[src/rtl/bus_arbiter_pkg.sv]
// Shared definitions for the two-master bus arbiter and the BUS address decoder.
package bus_arbiter_pkg;

  typedef enum logic [1:0] {
    ST_IDLE   = 2'd0,
    ST_GRANT0 = 2'd1,
    ST_GRANT1 = 2'd2
  } state_t;

  localparam logic SEL_M0 = 1'b0;
  localparam logic SEL_M1 = 1'b1;

  // Slave address windows, shared with the BUS decoder.
  localparam logic [15:0] S0_BASE = 16'h0000;
  localparam logic [15:0] S0_LAST = 16'h07FF;
  localparam logic [15:0] S1_BASE = 16'h7000;
  localparam logic [15:0] S1_LAST = 16'h71FF;

endpackage

[src/rtl/bus_arbiter_hold_counter.sv]
// Saturating up-counter with synchronous clear and enable; tracks how long the owner has held the bus.
module hold_counter #(
  parameter int unsigned W = 8
) (
  input  logic         clk,
  input  logic         reset,
  input  logic         clear,
  input  logic         enable,
  output logic [W-1:0] cnt
);

  localparam logic [W-1:0] CNT_MAX = '1;

  always_ff @(posedge clk) begin
    if (reset) begin
      cnt <= '0;
    end else if (clear) begin
      cnt <= '0;
    end else if (enable && (cnt != CNT_MAX)) begin
      cnt <= cnt + W'(1);
    end
  end

endmodule

[src/rtl/bus_arbiter.sv]
// Two-master round-robin arbiter with grant hold and optional forced handover under contention.
module bus_arbiter
  import bus_arbiter_pkg::*;
#(
  parameter int unsigned HOLD_W   = 8,
  parameter int unsigned MAX_HOLD = 16
) (
  input  logic              clk,
  input  logic              reset,
  input  logic              m0_req,
  input  logic              m1_req,
  output logic              m0_grant,
  output logic              m1_grant,
  output logic              m_sel,
  output logic              bus_busy,
  output logic [HOLD_W-1:0] hold_cnt
);

  localparam logic [HOLD_W-1:0] HOLD_LAST = HOLD_W'((MAX_HOLD == 0) ? 0 : MAX_HOLD - 1);
  localparam bit                FORCE_EN  = (MAX_HOLD != 0);

  state_t state;
  state_t state_nx;
  logic   last_owner;
  logic   force_c;
  logic   cnt_clear;
  logic   cnt_enable;

  // State register
  always_ff @(posedge clk) begin
    if (reset) begin
      state <= ST_IDLE;
    end else begin
      state <= state_nx;
    end
  end

  // Next-state logic
  always_comb begin
    state_nx = state;
    force_c  = FORCE_EN && m0_req && m1_req && (hold_cnt == HOLD_LAST);
    case (state)
      ST_IDLE: begin
        if (m0_req && m1_req) begin
          state_nx = (last_owner == SEL_M0) ? ST_GRANT1 : ST_GRANT0;
        end else if (m0_req) begin
          state_nx = ST_GRANT0;
        end else if (m1_req) begin
          state_nx = ST_GRANT1;
        end
      end
      ST_GRANT0: begin
        if (!m0_req) begin
          state_nx = m1_req ? ST_GRANT1 : ST_IDLE;
        end else if (force_c) begin
          state_nx = ST_GRANT1;
        end
      end
      ST_GRANT1: begin
        if (!m1_req) begin
          state_nx = m0_req ? ST_GRANT0 : ST_IDLE;
        end else if (force_c) begin
          state_nx = ST_GRANT0;
        end
      end
      default: state_nx = ST_IDLE;
    endcase
  end

  // Grant decode from the registered state
  always_comb begin
    m0_grant = (state == ST_GRANT0);
    m1_grant = (state == ST_GRANT1);
    bus_busy = (state == ST_GRANT0) || (state == ST_GRANT1);
  end

  // m_sel and last_owner only move on grant entry, so the mux holds steady through IDLE.
  always_ff @(posedge clk) begin
    if (reset) begin
      last_owner <= SEL_M1;
      m_sel      <= SEL_M0;
    end else begin
      case (state_nx)
        ST_GRANT0: begin
          last_owner <= SEL_M0;
          m_sel      <= SEL_M0;
        end
        ST_GRANT1: begin
          last_owner <= SEL_M1;
          m_sel      <= SEL_M1;
        end
        default: ;
      endcase
    end
  end

  assign cnt_clear  = (state_nx != state) || (state == ST_IDLE);
  assign cnt_enable = (state != ST_IDLE);

  hold_counter #(
    .W(HOLD_W)
  ) u_hold_counter (
    .clk   (clk),
    .reset (reset),
    .clear (cnt_clear),
    .enable(cnt_enable),
    .cnt   (hold_cnt)
  );

endmodule

[config.mk]
export PLATFORM = sky130hd
export DESIGN_NAME = bus_arbiter
export DESIGN_NICKNAME = d
export VERILOG_FILES = /design/src/rtl/bus_arbiter_pkg.sv /design/src/rtl/bus_arbiter_hold_counter.sv /design/src/rtl/bus_arbiter.sv
export SDC_FILE = /design/constraint.sdc
export NUM_CORES = 1
export LEC_CHECK = 0
export BUFFER_PORTS_ARGS = -buffer_cell sky130_fd_sc_hd__buf_2
export CELL_PAD_IN_SITES_DETAIL_PLACEMENT = 1
export CELL_PAD_IN_SITES_GLOBAL_PLACEMENT = 1
export CORE_AREA = 4 4 51 53
export DETAILED_ROUTE_END_ITERATION = 6
export DIE_AREA = 0 0 55 57
export GPL_ROUTABILITY_DRIVEN = 0
export PLACE_DENSITY = 0.69
export RECOVER_POWER = 25
export SKIP_CTS_REPAIR_TIMING = 1
export SYNTH_ARGS = -nofsm -noshare
export SYNTH_HDL_FRONTEND = slang
export SYNTH_SLANG_ARGS = --single-unit
[constraint.sdc]
create_clock -name clk -period 2.5 [get_ports clk]
set_clock_uncertainty 0.1 [all_clocks]
set_input_delay 0.125 -clock clk [delete_from_list [all_inputs] [get_ports clk]]
set_output_delay 0.125 -clock clk [all_outputs]
set_load 0.01 [all_outputs]
# Word level (Yosys, flattened, before mapping)
# Index checks and enable logic that the tools add are counted.
[totals]
regBits = 12
latch_bits = 0
ram_bits = 0
romBits = 0
input_bits = 4
out_inout_bits = 12
elab_cells = 33
n_memories = 0
[op_classes]
addsub = 1
mul = 0
div_mod_pow = 0
order_cmp = 0
n_eq_ne = 7
shift = 0
mux = 12
n_bitwise = 0
reduce_logical = 9
[ops]
columns = ["operator", "count"]
rows = [
  ["two-way mux 2 bit", 9],
  ["adder 8 x 1 -> 8 bit (second input constant)", 1],
  ["== test 8 x 4 -> 1 bit (second input constant)", 1],
  ["!= test 8 bit (second input constant)", 1],
  ["case mux 2 bit (3 select lines)", 1],
  ["== test 2 x 1 -> 1 bit (second input constant)", 2],
  ["== test 2 bit (second input constant)", 2],
  ["nonzero test 2 bit", 2],
  ["logical AND 1 bit", 3],
  ["logical NOT 2 bit", 1],
  ["logical OR 1 bit", 2],
  ["!= test 2 bit", 1],
  ["case mux 1 bit (2 select lines)", 1],
  ["OR reduction 2 bit", 1],
  ["two-way mux 1 bit", 1],
]

# Longest topological paths before layout
[depth]
ltp_word = 8
mapped_depth = 11
ltp_nobuf = 10

# By module
# From an unflattened synthesis, not the netlist that was laid out.
[hier_totals]
hier_cells = 109
area_unflattened_um2 = 885.8
[modules_own_cells]
columns = ["mod", "n_inst", "cells_per_inst", "area_per_inst_um2", "seq_area_each_um2"]
rows = [
  ["bus_arbiter", 1, 62, 450.4, 80.1],
  ["hold_counter", 1, 47, 435.4, 160.2],
]

# Worst setup path before layout
# Ideal clock, no wire load.
[synth_path]
kind = "register to register"
startpoint = "reg u_hold_counter.cnt[0]"
endpoint = "reg m_sel"
setup_time_ps = 70
arrival_ps = 2188
required_ps = 2330
slack_ps = 142
path_stages_with_launch = 10
n_path_buf = 0
period_less_slack_ps = 2358
cell_sequence = "dfxtp_1 ha_1 and3_1 and2_2 o221ai_2 a21oi_1 or2_2 ha_1 nand2b_1 a21oi_1"
[synth_between]
elab_chain_len = 7
elab_cells_between_ends = 11
cone_classes = "eq/ne: 3; mux: 6; reduce/logical: 2"
[synth_lines]
columns = ["element", "line_no", "text"]
rows = [
  ["from (decl)", "bus_arbiter_hold_counter.sv:9", "output logic [W-1:0] cnt"],
  ["from (signal assigned)", "bus_arbiter_hold_counter.sv:20", "cnt <= cnt + W'(1);"],
  ["== test 8 x 4 -> 1 bit (*)", "bus_arbiter.sv:41", "force_c = FORCE_EN && m0_req && m1_req && (hold_cnt == HOLD_LAST);"],
  ["logical AND 1 bit (*)", "bus_arbiter.sv:41", ""],
  ["two-way mux 2 bit, on equally long branches", "bus_arbiter.sv:62, bus_arbiter.sv:55", ""],
  ["two-way mux 2 bit, on equally long branches", "bus_arbiter.sv:60, bus_arbiter.sv:53", ""],
  ["case mux 2 bit (3 select lines) (*)", "bus_arbiter.sv:42", "case (state)"],
  ["== test 2 bit / == test 2 x 1 -> 1 bit (equally long branches)", "bus_arbiter.sv:83", "case (state_nx)"],
  ["case mux 1 bit (2 select lines) / nonzero test 2 bit (equally long branches)", "-", ""],
  ["to (signal assigned)", "bus_arbiter.sv:81", "m_sel <= SEL_M0;"],
  ["to (signal assigned)", "bus_arbiter.sv:86", "m_sel <= SEL_M0;"],
  ["to (signal assigned)", "bus_arbiter.sv:90", "m_sel <= SEL_M1;"],
  ["to (decl)", "bus_arbiter.sv:14", "output logic m_sel,"],
]
# Every way passes the cells marked *; elsewhere a longest branch is shown, timed or not.
# A chain may end at the register's enable or synchronous reset.

# Worst setup path after layout
# Same ends and word-level chain as after synthesis.

==> flow_summary_export.csv <==
group,metric,value,unit
outcome,status,"completed",
setup_path,crit_path_start,"u_hold_counter.cnt[0]$_SDFFE_PP0P_",
clock_tree,clk_pin_slew_worst_paths,0.08,ns
setup_path,critPathMaxFanout,4,
setup_path,path_class,"reg -> reg",
synth,yosys.area.top_type,"dfxtp_1",
floorplan,die_w,55,um
synth,syn_nets,102,
floorplan,ios,16,
layout,antennaDiodeCount,0,
setup_path,start_kind,"register",
layout,design_area,1010,sq um
drt,routed_wl,2080,um
synth,synth_cell_type_count,36,
clock_tree,h-tree-depth,1,
drt,wire_per_inst,14.5,um
setup_path,worstPathRequired,2.60,ns
sta,maxSlewViolCount,0,
setup_path,slowest_delay,0.35,ns
drt,vias_per_cell,5.36,
sta,setup-tns-final,0,ns
placement,dpl-instance-area,932,sq um
placement,hpwl,1650,um
power_and_ir_drop,total_leakage_power,0.385,nW
clock_tree,clk_latency,0.27,ns
sta,slew_headroom,0.703,
layout,drive_above_1_share,0.270,
hold_path,hp-start,"m1_req",
clock_tree,cts_buffers,3,
synth,synth-seq-area-share,0.302,
sta,worst_slew_pin_slew,0.444,ns
clock_tree,cts_tree,"yes",
power_and_ir_drop,power_density,679,nW/um^2
floorplan,die_h,57,um
sta,hold_violations,0,
sta,period_share,0.944,
layout,post_layout_nonfiller_instances,143,
floorplan,die_area,3140,sq um
floorplan,core,2150,sq um
drt,ant_nets,0,
hold_path,holdCritPathClass,"in -> reg",
layout,multi_input_area,573,sq um
power_and_ir_drop,peakVddDrop,0.437,mV
synth,syn-cell-area,795,sq um
synth,synth_cells,92,
global_route,track_usage,0.144,
sta,setup_violations,0,
synth,syn_avg_cell_area,8.64,sq um
placement,place_inst,138,
sta,rsz0062_at_grt,"false",
global_route,grt_max_degree,12,
layout,register_area,240,sq um
floorplan,initial_utilization,0.370,
global_route,grt_pass1_wl,3430,um
setup_path,worstPathCellList,"ha_2 > and3_1 > and2_2 > o221ai_4 > a21oi_1 > or2_2 > ha_4 > nand2b_4 > a21oi_2",
job,max_cap_viol_count,0,
global_route,grt_overflow,0,
global_route,grt_pass1_vias,749,
layout,fillers,279,
clock_tree,cts_sinks,12,
sta,hold_ws,0.359,ns
clock_tree,cts_buffer_depth,2,
synth,yosys_warnings,0,
layout,area_growth,27.7,%
layout,nets,126,
clock_tree,clockRootBuffer,"clkbuf_4",
drt,vias,767,
synth,yosys_most_used_dff,"dfxtp_1",
placement,portBuffers,15,
synth,synth_commonest_cells,"dfxtp_1, nand2_1, a21oi_1",
sta,fmax,424,MHz
drt,drt-pass1-iter-count,4,
setup_path,r2r_start,"u_hold_counter.cnt[0]$_SDFFE_PP0P_",
setup_path,endpoint_kind,"register",
synth,synthArstFlopShare,0,
setup_path,cp_slowest_cell,"dfxtp_1",
setup_path,worst-endpoint-arrival,2.46,ns
synth,yosys-top-cells-area,"dfxtp_1, ha_1, a21oi_1, nand2_1, nor2_1",
synth,ys_ff_latch,12,
drt,drt_iter0_drc,14,
floorplan,placementRows,17,
drt,drc_errors,0,
synth,synth_most_common_cell,"dfxtp_1",
global_route,grt_antenna_before_repair,0,
synth,synth_edf_count,0,
sta,post-route-min-period,2.36,ns
synth,synth_top_area_frac,0.302,
-- sequential cells by signal, indices dropped and copies added, names as in the netlist --
register and flops:
u_hold_counter.cnt 8, state 2, m_sel 1, last_owner 1
-- layer usage --
metal	global-route usage	share of wire
met5	0	0
met4	0.0208	0.0029
met3	0.0339	0.032
met2	0.228	0.47
met1	0.202	0.49
-- worst max-delay path: cells and delay by family, from the launching register on --
family / cells / cell delay (ns)
simple gates: 4 / 0.90
flops: 1 / 0.35
compound gates: 3 / 0.48
fa+ha+maj: 2 / 0.47
-- through the flow --
stage	setup slack [ns]	utilization	total power, mW
6_report	0.140	0.472	0.689
4_1_cts	-0.0732	0.451	0.656
2_1_floorplan	0.142	-	0.410
3_5_place_dp	-0.0544	0.434	0.496
5_1_grt	0.0186	0.472	0.748
3_3_place_gp	0.108	0.434	0.487
-- cell families after synthesis --
| family | after synthesis | share of synthesized area |
|---|---|---|
| AO/OA/AOI/OAI | 24 | 0.236 |
| XOR/XNOR | 4 | 0.0441 |
| adder cells (fa/ha/maj) | 6 | 0.0945 |
| buffers and inverters | 6 | 0.0315 |
| flip-flops | 12 | 0.302 |
| multiplexers | 2 | 0.0268 |
| AND/OR/NAND/NOR | 38 | 0.265 |
-- final cells by class --
class	instances	share of cell area
multi-input combinational	74	0.565
sequential	12	0.237
timing repair buffer	21	0.113
clock buffer	4	0.0358
tap	28	0.0345
inverter	4	0.0148
-- final timing paths --
| kind | to | slack (ns) | cells past startpoint |
|---|---|---|---|
| setup / recovery | m_sel$_SDFFE_PP0P_ | 0.14 | 9 |
| hold / removal | u_hold_counter.cnt[6]$_SDFFE_PP0P_ | 0.36 | 5 |
| setup reg to reg | m_sel$_SDFFE_PP0P_ | 0.14 | 9 |
| hold reg to reg | m_sel$_SDFFE_PP0P_ | 0.41 | 2 |
-- layout by cell type (no fill, tap or decap), types with 2 or more instances in the layout --
| master | n |
|---|---|
| nor3_1 | 5 |
| nand2_1 | 11 |
| buf_2 | 9 |
| o21ai_0 | 2 |
| clkbuf_1 | 6 |
| nor2b_1 | 2 |
| ha_1 | 4 |
| buf_4 | 5 |
| clkbuf_4 | 3 |
| dfxtp_1 | 12 |
| a211oi_1 | 3 |
| nor2_1 | 8 |
| inv_1 | 4 |
| xnor2_1 | 3 |
| a21oi_1 | 8 |
-- where the power goes --
group | internal [mW] | total (mW) | switching [mW]
registers | 0.211 | 0.230 | 0.0196
logic | 0.146 | 0.305 | 0.159
clock network | 0.0883 | 0.153 | 0.0651
Note: power is estimated with default switching activity, not from simulation.
